===== config.mk =====
export PLATFORM = sky130hd
export DESIGN_NAME = folded_majority_seq_flat
export DESIGN_NICKNAME = d
export VERILOG_FILES = /design/src/rtl/folded_majority_seq_if.sv /design/src/rtl/folded_majority_seq.sv /design/src/flat_wrapper.sv
export SDC_FILE = /design/constraint.sdc
export NUM_CORES = 1
export LEC_CHECK = 0
export ABC_CLOCK_PERIOD_IN_PS = 8700
export BUFFER_PORTS_ARGS = -buffer_cell sky130_fd_sc_hd__buf_4
export CORE_MARGIN = 3
export CORE_UTILIZATION = 35
export CTS_CLUSTER_SIZE = 10
export DETAILED_ROUTE_END_ITERATION = 10
export PLACE_DENSITY = 0.58
export REMOVE_ABC_BUFFERS = 1
export SETUP_SLACK_MARGIN = 0.5
export SYNTH_ARGS = -nofsm -noshare
export SYNTH_HDL_FRONTEND = slang
export SYNTH_SLANG_ARGS = --single-unit

===== constraint.sdc =====
create_clock -name clk -period 8.7 [get_ports clk]
set_clock_uncertainty 0.1 [all_clocks]
set_input_delay 0.435 -clock clk [delete_from_list [all_inputs] [get_ports clk]]
set_output_delay 0.435 -clock clk [all_outputs]
set_load 0.02 [all_outputs]

===== src/rtl/folded_majority_seq_if.sv =====
// folded_majority_seq_if: request/result handshake bundle for the folded majority block.
interface folded_majority_seq_if #(
   parameter int N  = 127,
   parameter int CW = $clog2(N + 1)
);
   logic          in_valid;
   logic          in_ready;
   logic [N-1:0]  in_data;
   logic          thr_mode;
   logic [CW-1:0] thr_value;
   logic          out_valid;
   logic          out_ready;
   logic          out_y;
   logic [CW-1:0] out_count;
   logic          busy;
   modport master (
      output in_valid, in_data, thr_mode, thr_value, out_ready,
      input  in_ready, out_valid, out_y, out_count, busy
   );
   modport slave (
      input  in_valid, in_data, thr_mode, thr_value, out_ready,
      output in_ready, out_valid, out_y, out_count, busy
   );
endinterface


===== src/rtl/folded_majority_seq.sv =====
// folded_majority_seq: majority/threshold vote folded over NCHUNK cycles of W-bit popcounts.
module folded_majority_seq #(
   parameter int N  = 127,
   parameter int W  = 16,
   parameter int CW = $clog2(N + 1)
) (
   input logic                 clk,
   input logic                 rst_n,
   folded_majority_seq_if.slave bus
);
   localparam int NCHUNK = (N + W - 1) / W;
   localparam int KW     = NCHUNK > 1 ? $clog2(NCHUNK) : 1;
   localparam int PW     = NCHUNK * W;
   typedef enum logic [1:0] {IDLE, ACCUM, DONE} state_t;
   state_t        r_state, w_next;
   logic [PW-1:0] r_data;
   logic [CW-1:0] r_thr, r_acc, r_cnt, w_sum;
   logic [KW-1:0] r_k;
   logic          r_y, w_last;
   function automatic logic [CW-1:0] f_pop(input logic [W-1:0] v);
      f_pop = '0;
      for (int i = 0; i < W; i++) f_pop = f_pop + CW'(v[i]);
   endfunction
   assign w_sum  = r_acc + f_pop(r_data[W-1:0]);
   assign w_last = r_k == KW'(NCHUNK - 1);
   always_ff @(posedge clk or negedge rst_n)
      if (!rst_n) r_state <= IDLE;
      else        r_state <= w_next;
   always_comb begin
      w_next = r_state;
      w_next = (r_state == IDLE  && bus.in_valid)  ? ACCUM :
               (r_state == ACCUM && w_last)        ? DONE  :
               (r_state == DONE  && bus.out_ready) ? IDLE  : r_state;
   end
   // Data shifts right each cycle so the active chunk is always at the bottom;
   // zero-extension on load supplies the padding of the final chunk.
   always_ff @(posedge clk or negedge rst_n) begin
      if (!rst_n) begin
         r_data <= '0;
         r_thr  <= '0;
         r_acc  <= '0;
         r_k    <= '0;
         r_cnt  <= '0;
         r_y    <= 1'b0;
      end else if (r_state == IDLE && bus.in_valid) begin
         r_data <= PW'(bus.in_data);
         r_thr  <= bus.thr_mode ? bus.thr_value : CW'(N / 2 + 1);
         r_acc  <= '0;
         r_k    <= '0;
         r_cnt  <= '0;
         r_y    <= 1'b0;
      end else if (r_state == ACCUM) begin
         r_acc  <= w_sum;
         r_data <= r_data >> W;
         r_k    <= r_k + 1'b1;
         if (w_last) begin
            r_cnt <= w_sum;
            r_y   <= w_sum >= r_thr;
         end
      end
   end
   assign bus.in_ready  = r_state == IDLE;
   assign bus.busy      = r_state != IDLE;
   assign bus.out_valid = r_state == DONE;
   assign bus.out_y     = r_y;
   assign bus.out_count = r_cnt;
endmodule


===== src/flat_wrapper.sv =====
// flat-port wrapper written by rule: the top's interface ports become plain ports
module folded_majority_seq_flat 
#(
   parameter int N  = 127,
   parameter int W  = 16,
   parameter int CW = $clog2(N + 1)
)
  (clk, rst_n, bus_in_valid, bus_in_data, bus_thr_mode, bus_thr_value, bus_out_ready, bus_in_ready, bus_out_valid, bus_out_y, bus_out_count, bus_busy);
  folded_majority_seq_if #(.N(N), .CW(CW)) bus_i ();
  input logic clk;
  input logic rst_n;
  input wire logic [$bits(bus_i.in_valid)-1:0] bus_in_valid;
  input wire logic [$bits(bus_i.in_data)-1:0] bus_in_data;
  input wire logic [$bits(bus_i.thr_mode)-1:0] bus_thr_mode;
  input wire logic [$bits(bus_i.thr_value)-1:0] bus_thr_value;
  input wire logic [$bits(bus_i.out_ready)-1:0] bus_out_ready;
  output wire logic [$bits(bus_i.in_ready)-1:0] bus_in_ready;
  output wire logic [$bits(bus_i.out_valid)-1:0] bus_out_valid;
  output wire logic [$bits(bus_i.out_y)-1:0] bus_out_y;
  output wire logic [$bits(bus_i.out_count)-1:0] bus_out_count;
  output wire logic [$bits(bus_i.busy)-1:0] bus_busy;
  assign bus_i.in_valid = bus_in_valid;
  assign bus_i.in_data = bus_in_data;
  assign bus_i.thr_mode = bus_thr_mode;
  assign bus_i.thr_value = bus_thr_value;
  assign bus_i.out_ready = bus_out_ready;
  assign bus_in_ready = bus_i.in_ready;
  assign bus_out_valid = bus_i.out_valid;
  assign bus_out_y = bus_i.out_y;
  assign bus_out_count = bus_i.out_count;
  assign bus_busy = bus_i.busy;
  folded_majority_seq #(.N(N), .W(W), .CW(CW)) u_core (.clk(clk), .rst_n(rst_n), .bus(bus_i));
endmodule

# ---- Word level (Yosys, flattened, before mapping)
# Index checks and enable logic that the tools add are counted.
dict set report op_classes {
  n_eq_ne 3
  addsub 17
  order_cmp 1
  n_reduce_logical 9
  n_mux 16
}
# operator count
set ops {}
lappend ops {{128-bit two-way mux} 2}
lappend ops {{7-bit by 1-bit adder with 7-bit output} 14}
lappend ops {{7-bit two-way mux} 6}
lappend ops {{7-bit adder} 1}
lappend ops {{7-bit greater-or-equal comparator} 1}
lappend ops {{2-bit two-way mux} 3}
lappend ops {{3-bit two-way mux} 2}
lappend ops {{2-bit nonzero test} 3}
lappend ops {{3-bit by 1-bit adder with 3-bit output, second input constant} 1}
lappend ops {{3-bit equality test, second input constant} 1}
lappend ops {{1-bit logical AND} 3}
lappend ops {{1-bit two-way mux} 3}
lappend ops {{3-bit nonzero test} 1}
lappend ops {{1-bit by 1-bit adder with 2-bit output} 1}
lappend ops {{2-bit by 1-bit equality test with 1-bit output, second input constant} 1}
lappend ops {{2-bit equality test, second input constant} 1}
lappend ops {{2-bit logical NOT} 1}
lappend ops {{2-bit AND reduction} 1}
dict set report word_totals {
  out_inout_bits 11
  word_cells 53
  ff_bits 155
  inputBits 139
}

# ---- Depth between registers and ports, before layout
dict set report depth {
  ltp_word 20
  mapped_depth 19
  ltp_nobuf 19
}

# ---- Worst setup path after synthesis
# Ideal clock, no wire load.
dict set report synth_timing {
  path_kind {register -> register}
  startpoint {register u_core.r_data[0]}
  endpoint {register u_core.r_y, in the netlist u_core.bus.out_y}
  stages_incl_launch_ff 20
  t_required_ns 8.477
  setup_slack_ns 3.846
  synth_period_minus_slack_ns 4.854
  n_path_buf 0
  t_arrival_ns 4.631
  setup_time_ns 0.123
  cell_sequence {dfrtp_1 > ha_1 > inv_1 > fa_1 > fa_1 > fa_1 > fa_1 > inv_1 > ha_1 > inv_1 > fa_1 > nand2b_1 > a211oi_1 > o21a_1 > nor2_1 > ha_1 > a21oi_1 > o21ai_0 > a21oi_1 > o21ai_1}
}
dict set report synth_between {
  elab_chain_len 20
}
# element line
set synth_rtl {}
lappend synth_rtl {{start: declaration} folded_majority_seq.sv:16} ;# logic [PW-1:0] r_data;
lappend synth_rtl {{start signal: assignment} folded_majority_seq.sv:46} ;# r_data <= PW'(bus.in_data);
lappend synth_rtl {{start signal: assignment} folded_majority_seq.sv:54} ;# r_data <= r_data >> W;
lappend synth_rtl {{1-bit by 1-bit adder with 2-bit output} folded_majority_seq.sv:22} ;# for (int i = 0; i < W; i++) f_pop = f_pop + CW'(v[i]);
lappend synth_rtl {{7-bit by 1-bit adder with 7-bit output (14 in series)} folded_majority_seq.sv:22}
lappend synth_rtl {{7-bit adder} folded_majority_seq.sv:24} ;# assign w_sum = r_acc + f_pop(r_data[W-1:0]);
lappend synth_rtl {{7-bit greater-or-equal comparator} folded_majority_seq.sv:58} ;# r_y <= w_sum >= r_thr;
lappend synth_rtl {{1-bit two-way mux} folded_majority_seq.sv:56} ;# if (w_last) begin
lappend synth_rtl {{1-bit two-way mux} folded_majority_seq.sv:52} ;# end else if (r_state == ACCUM) begin
lappend synth_rtl {{1-bit two-way mux} folded_majority_seq.sv:45} ;# end else if (r_state == IDLE && bus.in_valid) begin
lappend synth_rtl {{end signal: assignment} folded_majority_seq.sv:58}
lappend synth_rtl {{end: declaration} folded_majority_seq.sv:19} ;# logic r_y, w_last;
# No other way between the ends. The select of a mux whose other input is x is not followed.
# A chain may end at the register's enable or synchronous reset.

# ---- Final worst setup path
dict set report layout_timing {
  startpoint {register u_core.r_data[1]}
  endpoint {register u_core.r_y, in the netlist u_core.bus.out_y}
}
# The elaborated chain is that of the path after synthesis.

==> flow_metrics.env <==
export IMPL_outcome="complete, but fails checks"
export IMPL_violations="negative hold slack"
export IMPL_power_density_nw_per_um2=201.3
export IMPL_pwr_share_seq=0.421
export IMPL_die_area_um2=22240
export IMPL_clk_latency_ns=0.42
export IMPL_synth_distinct_cells=32
export IMPL_mostFrequentLayoutCell="nand2_1"
export IMPL_post_drt_wl_per_cell_um=15.10
export IMPL_intPower_uw=1349
export IMPL_critPathCaptureType="flip-flop"
export IMPL_fin_area_um2=9021
export IMPL_startpoint_type="flip-flop"
export IMPL_ctsResizeCount=0
export IMPL_setup_worst_path_end="u_core.bus.out_y$_DFFE_PN0P_"
export IMPL_period_minus_slack_ns=5.135
export IMPL_synth_seq_cells=154
export IMPL_setup_viol=0
export IMPL_cts_sinks=154
export IMPL_swShare=0.2569
export IMPL_grt_max_degree=93
export IMPL_r2r_start="u_core.r_data[1]$_DFFE_PN0P_"
export IMPL_p_clk_frac=0.412
export IMPL_antenna_found_initial=1
export IMPL_post_dp_hpwl_um=11060
export IMPL_yosysSeqAreaShare=0.5374
export IMPL_clock_root_buffer="clkbuf_16"
export IMPL_clk_path_buf_depth=2
export IMPL_dr_pass1_iters=5
export IMPL_ys_warn_count=0
export IMPL_regToRegSetupSlack_ns=3.57
export IMPL_worst_endpoint_arrival_ns=5.34
export IMPL_overflow=0
export IMPL_remaining_drc_errors=0
export IMPL_cap_violations=0
export IMPL_pin_count=150
export IMPL_synth_cells=746
export IMPL_core_area_um2=19780
export IMPL_cts_buffers_inserted=17
export IMPL_r2r_cells=19
export IMPL_holdBufCountCts=0
export IMPL_synth_avg_cell_area_um2=9.612
export IMPL_drive_gt1_frac=0.2131
export IMPL_max_vdd_ir_drop_mv=0.1296
export IMPL_syn_to_final_growth_pct=25.81
export IMPL_hold_violations=9
export IMPL_worstPathMaxFanout=3
export IMPL_fin_setup_tns_ns=0
export IMPL_slew_viol_final=0
export IMPL_grt_pass1_wl_um=28950
export IMPL_ant_nets=0
export IMPL_post_cts_buffers=0
export IMPL_worstPathRequired_ns=8.90
export IMPL_slew_headroom=0.4234
export IMPL_cts_tree="yes"
export IMPL_combPwrFrac=0.167
export IMPL_fp_dieW_um=149.1
export IMPL_worst_setup_path_type="reg2reg"
export IMPL_dpl_cell_area_um2=8433
export IMPL_grt_pass1_vias=5710
export IMPL_netSwitchingPower_uw=466.4
export IMPL_port_buffers=149
export IMPL_place_congestion=0.7916
export IMPL_period_share=0.5902
export IMPL_clk_pin_slew_ns=0.06
export IMPL_wirelength_um=17410
export IMPL_die_h_um=149.1
export IMPL_drt_iter0_drc=308
export IMPL_rsz0062_at_grt="false"
export IMPL_timing_fmax_mhz=194.8
export IMPL_mostFrequentLayoutCells="nand2_1 (263), buf_4 (156), dfrtp_1 (154), a22oi_1 (103), inv_1 (40)"
export IMPL_nets=1050
export IMPL_netlist_area_um2=7171
export IMPL_vias=5549
export IMPL_total_leakage_power_uw=0.004705
export IMPL_hold_path_class="in2async"
export IMPL_initial_core_util=0.3625
export IMPL_grt_use_total=0.1624
export IMPL_worst_r2r_endpoint="u_core.bus.out_y$_DFFE_PN0P_"
export IMPL_htreeDepth=4
export IMPL_holdWs_ns=-0.02769
export IMPL_via_per_inst=4.813
export IMPL_row_count=51
export IMPL_startpoint="u_core.r_data[1]$_DFFE_PN0P_"
export IMPL_worst_slew_pin_slew_ns=0.8649
cell families (layout without fill, tap and decap cells):
group,Yosys count,count (layout),synth area share
DFF,154,154,0.5374
and+or+nand+nor,317,317,0.1778
buffers and inverters,86,227,0.05706
xor gates and xnor gates,4,4,0.004887
other,0,1,0
adders and majority gates,35,35,0.07259
AOI/OAI and AO/OA,150,150,0.1502
worst min-delay path by stage:
stage                                        start                                   to
floorplan                                    rst_n  u_core.bus.out_count[0]$_DFFE_PN0P_
global placement     u_core.r_data[70]$_DFFE_PN0P_        u_core.r_data[70]$_DFFE_PN0P_
detailed placement  u_core.r_data[110]$_DFFE_PN0P_       u_core.r_data[110]$_DFFE_PN0P_
CTS                                          rst_n          u_core.r_thr[5]$_DFFE_PN0P_
global route                                 rst_n          u_core.r_thr[5]$_DFFE_PN0P_
finish                                       rst_n          u_core.r_thr[5]$_DFFE_PN0P_
layer usage:
| metal | global-route usage | vias to the layer above | part of all wire |
|---|---|---|---|
| met1 | 0.2239 | 2621 | 0.45 |
| met2 | 0.2392 | 136 | 0.45 |
| li1 | - | 2777 | - |
| met4 | 0.03982 | 0 | 0.014 |
| met5 | 0 | - | 0 |
| met3 | 0.06685 | 15 | 0.081 |
sequential cells by signal, indices dropped and copies added, names as in the netlist:
signal	count
u_core.r_k	3
u_core.r_thr	7
u_core.r_acc	7
u_core.bus.out_y	1
u_core.r_data	127
u_core.r_state	2
u_core.bus.out_count	7
power groups by stage:
stage	Combinational, uW	Sequential [uW]	Clock (uW)
detailed placement	306	777	0
floorplan	186	774	0
global route	356	768	802
global placement	296	776	0
CTS	309	764	772
finish	304	764	748
cells in the mapped netlist:
cell      count  area [um^2]
o21a_1        1        7.510
o21ai_1       5        25.02
o211a_1       1        10.01
nor3b_1       1        7.510
nor2b_1       2        12.51
inv_1        40        150.1
a21o_1        1        7.510
nand2_2       1        6.260
ha_1         24        300.3
o21ai_0      19        95.09
a211oi_1      2        15.01
o31ai_2       1        12.51
nor3_1       10        50.05
clkbuf_1      3        11.26
a21oi_2       1        8.760
nor3b_4       1        18.77
nor2_1        8        30.03
nand2b_1      1        6.260
a22oi_1     103        773.2
o31ai_1       1        7.510
fa_1         11        220.2
xnor2_1       3        26.28
nand2_1     263        987.2
a221o_1       8        80.08
nand3_1      29        145.1
a21oi_1       7        35.03
buf_2        33        165.2
dfrtp_1     154         3854
buf_6         2        22.52
nor2_4        1        11.26
buf_4         8        60.06
xor2_1        1        8.760
through the flow:
step | setup WS (ns) | utilization | total power (uW) | cells
3_3_place_gp | 3.636 | 0.4263 | 1073 | 1122
2_1_floorplan | 1.868 | - | 960.1 | 700
6_report | 3.565 | 0.4560 | 1816 | 1153
5_1_grt | 3.280 | 0.4560 | 1927 | 1153
4_1_cts | 3.554 | 0.4559 | 1845 | 1152
3_5_place_dp | 3.570 | 0.4263 | 1084 | 1122
critical path: stages (launching register included):
cell and delay [ns]:
dfrtp_1 0.38, ha_1 0.27, inv_1 0.05, fa_1 0.52, fa_1 0.52, fa_1 0.56
fa_1 0.41, inv_1 0.07, ha_1 0.15, inv_1 0.05, fa_1 0.40, nand2b_1 0.17
a211oi_1 0.36, o21a_1 0.23, nor2_1 0.06, ha_1 0.30, a21oi_1 0.13, o21ai_0 0.09
a21oi_1 0.13, o21ai_1 0.07
area by class of cell:
class / instances / area, um^2
fill: 1957 / 10760
inverter: 40 / 150.1
timing repair buffer: 157 / 1182
tap: 265 / 331.6
clock buffer: 23 / 467.9
clock inverter: 7 / 117.6
multi-input combinational: 506 / 2915
antenna: 1 / 2.502
sequential: 154 / 3854
Note: power is estimated with default switching activity, not from simulation.
